==> config.mk <==
export PLATFORM = sky130hd
export DESIGN_NAME = mux32_rr_arbiter_flat
export DESIGN_NICKNAME = d
export VERILOG_FILES = /design/src/rtl/mux32_rr_arbiter_if.sv /design/src/rtl/mux32_rr_arbiter.sv /design/src/flat_wrapper.sv
export SDC_FILE = /design/constraint.sdc
export NUM_CORES = 1
export LEC_CHECK = 0
export CORE_ASPECT_RATIO = 0.75
export CORE_MARGIN = 8
export CORE_UTILIZATION = 35
export DETAILED_ROUTE_END_ITERATION = 10
export PLACE_DENSITY = 0.74
export SYNTH_ARGS = -nofsm -noshare
export SYNTH_HDL_FRONTEND = slang
export SYNTH_SLANG_ARGS = --single-unit
==> constraint.sdc <==
create_clock -name clk -period 2.1 [get_ports clk]
set_input_delay 0.315 -clock clk [delete_from_list [all_inputs] [get_ports clk]]
set_output_delay 0.315 -clock clk [all_outputs]
set_load 0.02 [all_outputs]
==> src/rtl/mux32_rr_arbiter_if.sv <==
// Handshake/bus bundle between the two producers, the arbiter and the downstream consumer.
// master = producer/consumer environment, slave = arbiter; lock0/lock1 exist only with MUX_ARB_LOCK_EN.
interface mux32_rr_arbiter_if #(
  parameter int WIDTH = 32
);
  logic             req0;
  logic [WIDTH-1:0] in1;
  logic             ack0;
  logic             req1;
  logic [WIDTH-1:0] in2;
  logic             ack1;
  logic             out_valid;
  logic             out_ready;
  logic [WIDTH-1:0] out_data;
  logic             out_src;
`ifdef MUX_ARB_LOCK_EN
  logic             lock0;
  logic             lock1;

  modport master (
    output req0, in1, req1, in2, out_ready, lock0, lock1,
    input  ack0, ack1, out_valid, out_data, out_src
  );

  modport slave (
    input  req0, in1, req1, in2, out_ready, lock0, lock1,
    output ack0, ack1, out_valid, out_data, out_src
  );
`else
  modport master (
    output req0, in1, req1, in2, out_ready,
    input  ack0, ack1, out_valid, out_data, out_src
  );

  modport slave (
    input  req0, in1, req1, in2, out_ready,
    output ack0, ack1, out_valid, out_data, out_src
  );
`endif
endinterface

==> src/rtl/mux32_rr_arbiter.sv <==
// Two-source round-robin arbiter over a shared 32-bit 2:1 mux into a one-entry valid/ready stage; 1 clock req->out_valid.
// Acks are combinational and fire only when the stage is empty or draining; optional burst lock under MUX_ARB_LOCK_EN.
module bit32_mux2to1 (
  input  logic [31:0] in1,
  input  logic [31:0] in2,
  input  logic        sel,
  output logic [31:0] out
);
  assign out = sel ? in2 : in1;
endmodule

module mux32_rr_arbiter #(
  parameter int WIDTH = 32
) (
  input  logic              clk,
  input  logic              rst_n,
  mux32_rr_arbiter_if.slave bus
);
  logic             out_valid_q, out_valid_d;
  logic [WIDTH-1:0] out_data_q,  out_data_d;
  logic             out_src_q,   out_src_d;
  logic             last_q,      last_d;

  logic             elig0, elig1;
  logic             winner;
  logic             cap;
  logic [31:0]      mux_out;

`ifdef MUX_ARB_LOCK_EN
  logic             lock_act_q, lock_act_d;
  logic             lock_own_q, lock_own_d;
  logic             winner_lock;
`endif

  bit32_mux2to1 u_mux (
    .in1 (bus.in1),
    .in2 (bus.in2),
    .sel (winner),
    .out (mux_out)
  );

  always_comb begin
    elig0 = bus.req0;
    elig1 = bus.req1;
`ifdef MUX_ARB_LOCK_EN
    // While locked, the non-owner is invisible to arbitration.
    if (lock_act_q) begin
      if (lock_own_q) elig0 = 1'b0;
      else            elig1 = 1'b0;
    end
`endif
    winner = (elig0 & elig1) ? ~last_q : elig1;
    cap    = (~out_valid_q | bus.out_ready) & (elig0 | elig1);
  end

  always_comb begin
    out_valid_d = out_valid_q;
    out_data_d  = out_data_q;
    out_src_d   = out_src_q;
    last_d      = last_q;
`ifdef MUX_ARB_LOCK_EN
    winner_lock = winner ? bus.lock1 : bus.lock0;
    lock_act_d  = lock_act_q;
    lock_own_d  = lock_own_q;
`endif
    if (cap) begin
      out_valid_d = 1'b1;
      out_data_d  = mux_out;
      out_src_d   = winner;
      last_d      = winner;
`ifdef MUX_ARB_LOCK_EN
      // A locked capture always comes from the owner, so this both sets and releases.
      lock_act_d  = winner_lock;
      lock_own_d  = winner;
`endif
    end else if (out_valid_q && bus.out_ready) begin
      out_valid_d = 1'b0;
    end
  end

  always_ff @(posedge clk or negedge rst_n) begin
    if (!rst_n) begin
      out_valid_q <= 1'b0;
      out_data_q  <= '0;
      out_src_q   <= 1'b0;
      last_q      <= 1'b1;
`ifdef MUX_ARB_LOCK_EN
      lock_act_q  <= 1'b0;
      lock_own_q  <= 1'b0;
`endif
    end else begin
      out_valid_q <= out_valid_d;
      out_data_q  <= out_data_d;
      out_src_q   <= out_src_d;
      last_q      <= last_d;
`ifdef MUX_ARB_LOCK_EN
      lock_act_q  <= lock_act_d;
      lock_own_q  <= lock_own_d;
`endif
    end
  end

  // Gate with rst_n so acks are low during reset even if requests and ready are high.
  assign bus.ack0      = rst_n & cap & ~winner;
  assign bus.ack1      = rst_n & cap &  winner;
  assign bus.out_valid = out_valid_q;
  assign bus.out_data  = out_data_q;
  assign bus.out_src   = out_src_q;
endmodule

==> src/flat_wrapper.sv <==
// flat-port wrapper written by rule: the top's interface ports become plain ports
module mux32_rr_arbiter_flat 
#(
  parameter int WIDTH = 32
)
  (clk, rst_n, bus_req0, bus_in1, bus_req1, bus_in2, bus_out_ready, bus_ack0, bus_ack1, bus_out_valid, bus_out_data, bus_out_src);
  mux32_rr_arbiter_if #(.WIDTH(WIDTH)) bus_i ();
  input  logic clk;
  input  logic rst_n;
  input wire logic [$bits(bus_i.req0)-1:0] bus_req0;
  input wire logic [$bits(bus_i.in1)-1:0] bus_in1;
  input wire logic [$bits(bus_i.req1)-1:0] bus_req1;
  input wire logic [$bits(bus_i.in2)-1:0] bus_in2;
  input wire logic [$bits(bus_i.out_ready)-1:0] bus_out_ready;
  output wire logic [$bits(bus_i.ack0)-1:0] bus_ack0;
  output wire logic [$bits(bus_i.ack1)-1:0] bus_ack1;
  output wire logic [$bits(bus_i.out_valid)-1:0] bus_out_valid;
  output wire logic [$bits(bus_i.out_data)-1:0] bus_out_data;
  output wire logic [$bits(bus_i.out_src)-1:0] bus_out_src;
  assign bus_i.req0 = bus_req0;
  assign bus_i.in1 = bus_in1;
  assign bus_i.req1 = bus_req1;
  assign bus_i.in2 = bus_in2;
  assign bus_i.out_ready = bus_out_ready;
  assign bus_ack0 = bus_i.ack0;
  assign bus_ack1 = bus_i.ack1;
  assign bus_out_valid = bus_i.out_valid;
  assign bus_out_data = bus_i.out_data;
  assign bus_out_src = bus_i.out_src;
  mux32_rr_arbiter #(.WIDTH(WIDTH)) u_core (.clk(clk), .rst_n(rst_n), .bus(bus_i));
endmodule
After elaboration in Yosys (flattened, before gate mapping). Cells that the tools add are included.

Reductions and logical operators: 2. Muxes and demuxes: 4. Bitwise operators: 10.

Operators with widths (count): 32-bit two-way mux (1); 1-bit AND (5); 1-bit two-way mux (3); 1-bit inverter (3); 1-bit bitwise OR (2); 2-bit nonzero test (1); 1-bit logical AND (1).

Bits of input ports: 69. Word-level logic and storage cells: 20. Bits in registers: 35.

Longest topological paths before layout.
Depth after elaboration: 5. Gate-level depth with buffers: 6. Gate-level depth less buffers: 3.

By module. From an unflattened synthesis, not the netlist that was laid out.

Cell total of the unflattened synthesis: 119. Area total of the unflattened synthesis: 2055.7 um2.

Modules (own cells, without submodules): mux32_rr_arbiter (area each 1511.4 um2, sequential area each 877.1 um2, cells each 83, times used 1); bit32_mux2to1 (area each 544.3 um2, sequential area each 0.0 um2, cells each 36, times used 1).

Worst setup path after synthesis. No wires, ideal clock.

Path kind: register to output. Start point: reg u_core.last_q. End point: out bus_ack0. Stages on the path, launching flop included: 5. Slack: 470 ps. Data required time: 1785 ps. Buffers on the path: 2. Arrival: 1315 ps. Cells stage by stage: dfstp_2 a21bo_1 buf_2 clkbuf_1 and3_1.

Cells in the longest elaborated chain, start to end: 4.

Ends and longest elaborated chain: start: declaration (line mux32_rr_arbiter.sv:22) `logic last_q, last_d;`; start signal: assignment (line mux32_rr_arbiter.sv:95) `last_q <= last_d;`; 1-bit inverter (line mux32_rr_arbiter.sv:52) `winner = (elig0 & elig1) ? ~last_q : elig1;`; 1-bit two-way mux (line mux32_rr_arbiter.sv:52); 1-bit inverter (line mux32_rr_arbiter.sv:104) `assign bus.ack0 = rst_n & cap & ~winner;`; 1-bit AND (line mux32_rr_arbiter.sv:104); end: declaration (line flat_wrapper.sv:15) `output wire logic [$bits(bus_i.ack0)-1:0] bus_ack0;`.

Every way passes these cells.

Final worst setup path.
Start point: in bus_req1. End point: out bus_ack1.

Cells in the longest elaborated chain, start to end: 4.

Ends and longest elaborated chain: start: declaration (line flat_wrapper.sv:12) `input wire logic [$bits(bus_i.req1)-1:0] bus_req1;`; 1-bit bitwise OR (line mux32_rr_arbiter.sv:53) `cap = (~out_valid_q | bus.out_ready) & (elig0 | elig1);`; 1-bit AND (line mux32_rr_arbiter.sv:53); 1-bit AND (line mux32_rr_arbiter.sv:105) `assign bus.ack1 = rst_n & cap & winner;`; 1-bit AND * (line mux32_rr_arbiter.sv:105); end: declaration (line flat_wrapper.sv:16) `output wire logic [$bits(bus_i.ack1)-1:0] bus_ack1;`.

Mark *: on every way between the ends. The rest lies on a longest branch, timed or not.

==> flow_summary.ini <==
[routing]
drc = 0
route.detailed.vias_per_inst = 4.84
drt_wl_total_um = 5820
dr.pass1.iters = 4
vias = 1790
antenna_nets_post_route = 0
detail_route.wl_per_cell_um = 15.7
dr.first_iter.drc_count = 115

[synthesis]
synth_edf_count = 0
top_count_cell_post_synth = sky130_fd_sc_hd__nand2_1
post_synth_main_area_contributors = sky130_fd_sc_hd__dfrtp_1, sky130_fd_sc_hd__a31oi_2, sky130_fd_sc_hd__nand2_1
syn_inst = 192
async_reset_ff_share_pct = 100
synthesis.nets = 261
compound_gate_fraction_of_synth_area_pct = 30.6
library_cell_with_the_largest_summed_area_after_synthesis = sky130_fd_sc_hd__dfrtp_1
synth_top_family_by_area = compound AO/OA/AOI/OAI gates
sequential_element_share_of_the_synthesized_area_pct = 47.2
synthFlopType = sky130_fd_sc_hd__dfrtp_1
yosysUniqueCellTypes = 16
synth.avg_cell_area_um2 = 9.68
yosysTopAreaCellShare_pct = 45.8
yosysWarningCount = 0
yosys-mux-area-fraction_pct = 1.62
syn_area_um2 = 1860
synth_commonest_cells = sky130_fd_sc_hd__nand2_1, sky130_fd_sc_hd__dfrtp_1, sky130_fd_sc_hd__a21oi_1
yosys.area_share.xor_xnor_pct = 0
synth.ff_latch_count = 35
synth_fa_ha_area_share_pct = 0
synth_simple_gate_area_share_pct = 14.9

[placement]
gp_routability_congestion = 0.687
placed_cells = 361
io_buffer_count = 104
detailed_place_hpwl_um = 4230
place_area_um2 = 2950

[worst_setup_path]
cells_along_the_critical_path = clkdlybuf4s50_1 > or2_1 > and2_2 > and3_1 > dlygate4sd2_1
timing.critical_path.fanout_max = 4
cp.arrival_ns = 1.65
max_stage_delay_ns = 0.41
setup.worst_path.end_class = primary output
cp.required_ns = 1.78
timing.critical_path.slowest_stage_cell = sky130_fd_sc_hd__clkdlybuf4s50_1
critPathLaunchType = input port
critPathKind = input port to primary output

[floorplan]
die_width_um = 100
site_row_count = 23
chipHeight_um = 79.1
starting_density_of_the_core_pct = 35.5
ioPinCount = 105
core_region_area_um2 = 5240
die_outline_area_um2 = 7920

[pwr]
flop_pwr_share_pct = 38.0
internal_power_uw = 1510
sw_frac_of_total_pct = 32.0
power_density_nw_per_um2 = 725
peakVddDrop_uv = 325
pwr-share-clk_pct = 24.5
power_switching_uw = 710
combinational_share_of_power_pct = 37.5
p_leak_uw = 0.00120

[final_layout]
diodes = 0
finish.net_count = 363
final_core_util_pct = 58.4
stdcell_count = 370
final_cell_area_um2 = 3060
num-fill-cells = 485
synthToLayoutAreaGrowth_pct = 64.7
post_route_cells_drive_above_1_share_pct = 17.6

[global_routing]
global_route.usage.total_pct = 15.0
grt_pass1_vias = 1872
wire_length_of_the_first_global_routing_pass_um = 9490
grt_overflow = 0
grt_antenna_before_repair = 0
grt_max_degree = 35

[clocking]
h_tree_depth = 2
clkLatencyLatePin_ns = 0.28
ctsLongestPathBuffers = 2
ctsRootBufferMaster = sky130_fd_sc_hd__clkbuf_8
tritoncts_clock_tree = built
post_cts_buffers = 0
cts_inserted_buffers = 5
clkSinkCount = 35
clk_pin_slew_ns = 0.07

[outcome]
status = finished, final reports clean

[timing]
max-slew-margin-rel_pct = 74.9
period_utilization_pct = 93.6
unrepaired_setup_endpoints_after_global_routing = false
totalNegativeSetupSlack_ns = 0
final_hold_viol_count = 0
period_minus_slack_ns = 1.97
report.final.slew_viol_count = 0
timing_worst_slew_pin_value_ns = 0.377
report.final.setup_viol = 0
fin_skew_ns = 0.00587
fmax_mhz = 509

[hold_path]
hold_path.class = input port to async pin

[run]
max_cap_violations = 0
[sequential cells by signal, indices dropped and copies added (netlist names)]
register / cells
u_core.bus.out_data: 32
u_core.bus.out_src: 1
u_core.bus.out_valid: 1
u_core.last_q: 1
[logic make-up (layout without fill, tap and decap cells)]
family / count (synthesis) / after routing
DFF: 35 / 35
AOI/OAI and AO/OA: 66 / 66
buffers and inverters: 19 / 122
muxes: 2 / 2
and+or+nand+nor: 70 / 70
[layer usage]
| layer | GRT usage (%) | up-vias | part of all wire [%] |
|---|---|---|---|
| met3 | 5.41 | 6 | 7.9 |
| li1 | - | 869 | - |
| met4 | 4.36 | 0 | 1.3 |
| met1 | 18.5 | 848 | 42 |
| met5 | 0 | - | 0 |
| met2 | 24.2 | 67 | 48 |
[power by group through the flow]
| stage | Combinational, uW | Clock (uW) | Sequential, uW |
|---|---|---|---|
| final | 832 | 544 | 844 |
| after global routing | 899 | 582 | 857 |
| after CTS | 847 | 553 | 845 |
| after detailed placement | 846 | 0 | 856 |
| after global placement | 838 | 0 | 851 |
| after floorplan | 287 | 0 | 990 |
[path summary, 6_finish.rpt]
path | cells past startpoint | startpoint | slack (ns) | to
max | 5 | bus_req1 | 0.13 | bus_ack1
max in group asynchronous | 3 | rst_n | 1.02 | u_core.last_q$_DFFE_PN1P_
max reg2reg | 4 | u_core.bus.out_valid$_DFFE_PN0P_ | 0.63 | u_core.last_q$_DFFE_PN1P_
min | 2 | rst_n | 0.41 | u_core.bus.out_data[12]$_DFFE_PN0P_
min reg2reg | 1 | u_core.bus.out_src$_DFFE_PN0P_ | 0.51 | u_core.bus.out_src$_DFFE_PN0P_
min in group clk | 1 | u_core.bus.out_src$_DFFE_PN0P_ | 0.51 | u_core.bus.out_src$_DFFE_PN0P_
[what timing repair did]
action | CTS | global route
endpoints found under the setup margin | 2 | 0
gates resized for setup | 2 | 0
hold endpoints to repair | 6 | 0
hold buffers | 1 | 0
[cell usage in the layout (no fill, tap or decap)]
master                            Yosys  routed
sky130_fd_sc_hd__a31oi_1              2       2
sky130_fd_sc_hd__dfstp_2              1       1
sky130_fd_sc_hd__and2_2               0       1
sky130_fd_sc_hd__nand2_1             64      64
sky130_fd_sc_hd__dfrtp_1             34      34
sky130_fd_sc_hd__a21boi_2             1       1
sky130_fd_sc_hd__and3_1               2       2
sky130_fd_sc_hd__clkdlybuf4s50_1      0     101
sky130_fd_sc_hd__nand2b_1             2       2
sky130_fd_sc_hd__a21oi_1             32      32
sky130_fd_sc_hd__or2_1                1       1
sky130_fd_sc_hd__buf_2                2       1
sky130_fd_sc_hd__mux2_4               2       2
sky130_fd_sc_hd__a31oi_2             30      30
sky130_fd_sc_hd__dlygate4sd2_1        0       2
sky130_fd_sc_hd__dlygate4sd3_1        0       1
sky130_fd_sc_hd__a21bo_1              1       1
sky130_fd_sc_hd__buf_4                0       9
sky130_fd_sc_hd__clkbuf_1            13       1
sky130_fd_sc_hd__clkbuf_8             0       7
[area by class of cell]
class / count / area, um^2 / share of cell area, %
flip-flops and latches: 35 / 877 / 28.7
multi-input cells: 138 / 878 / 28.7
well taps: 75 / 93.8 / 3.07
repair buffers: 114 / 1110 / 36.3
clock buffers: 8 / 100 / 3.27
[through the flow]
stage / hold WS [ns] / total power (uW) / worst slack, ns
2_1_floorplan: 0.0194 / 1280 / 0.470
3_3_place_gp: 0.184 / 1690 / -0.0963
3_5_place_dp: 0.182 / 1700 / -0.0982
4_1_cts: 0.409 / 2240 / 0.130
5_1_grt: 0.413 / 2340 / 0.0837
6_report: 0.405 / 2220 / 0.134
[critical path: cells and delay by family]
kind,cells,cell delay [ns]
buf+inv,2,0.73
simple gates,3,0.60
No activity file was read; power rests on OpenSTA's default activity.
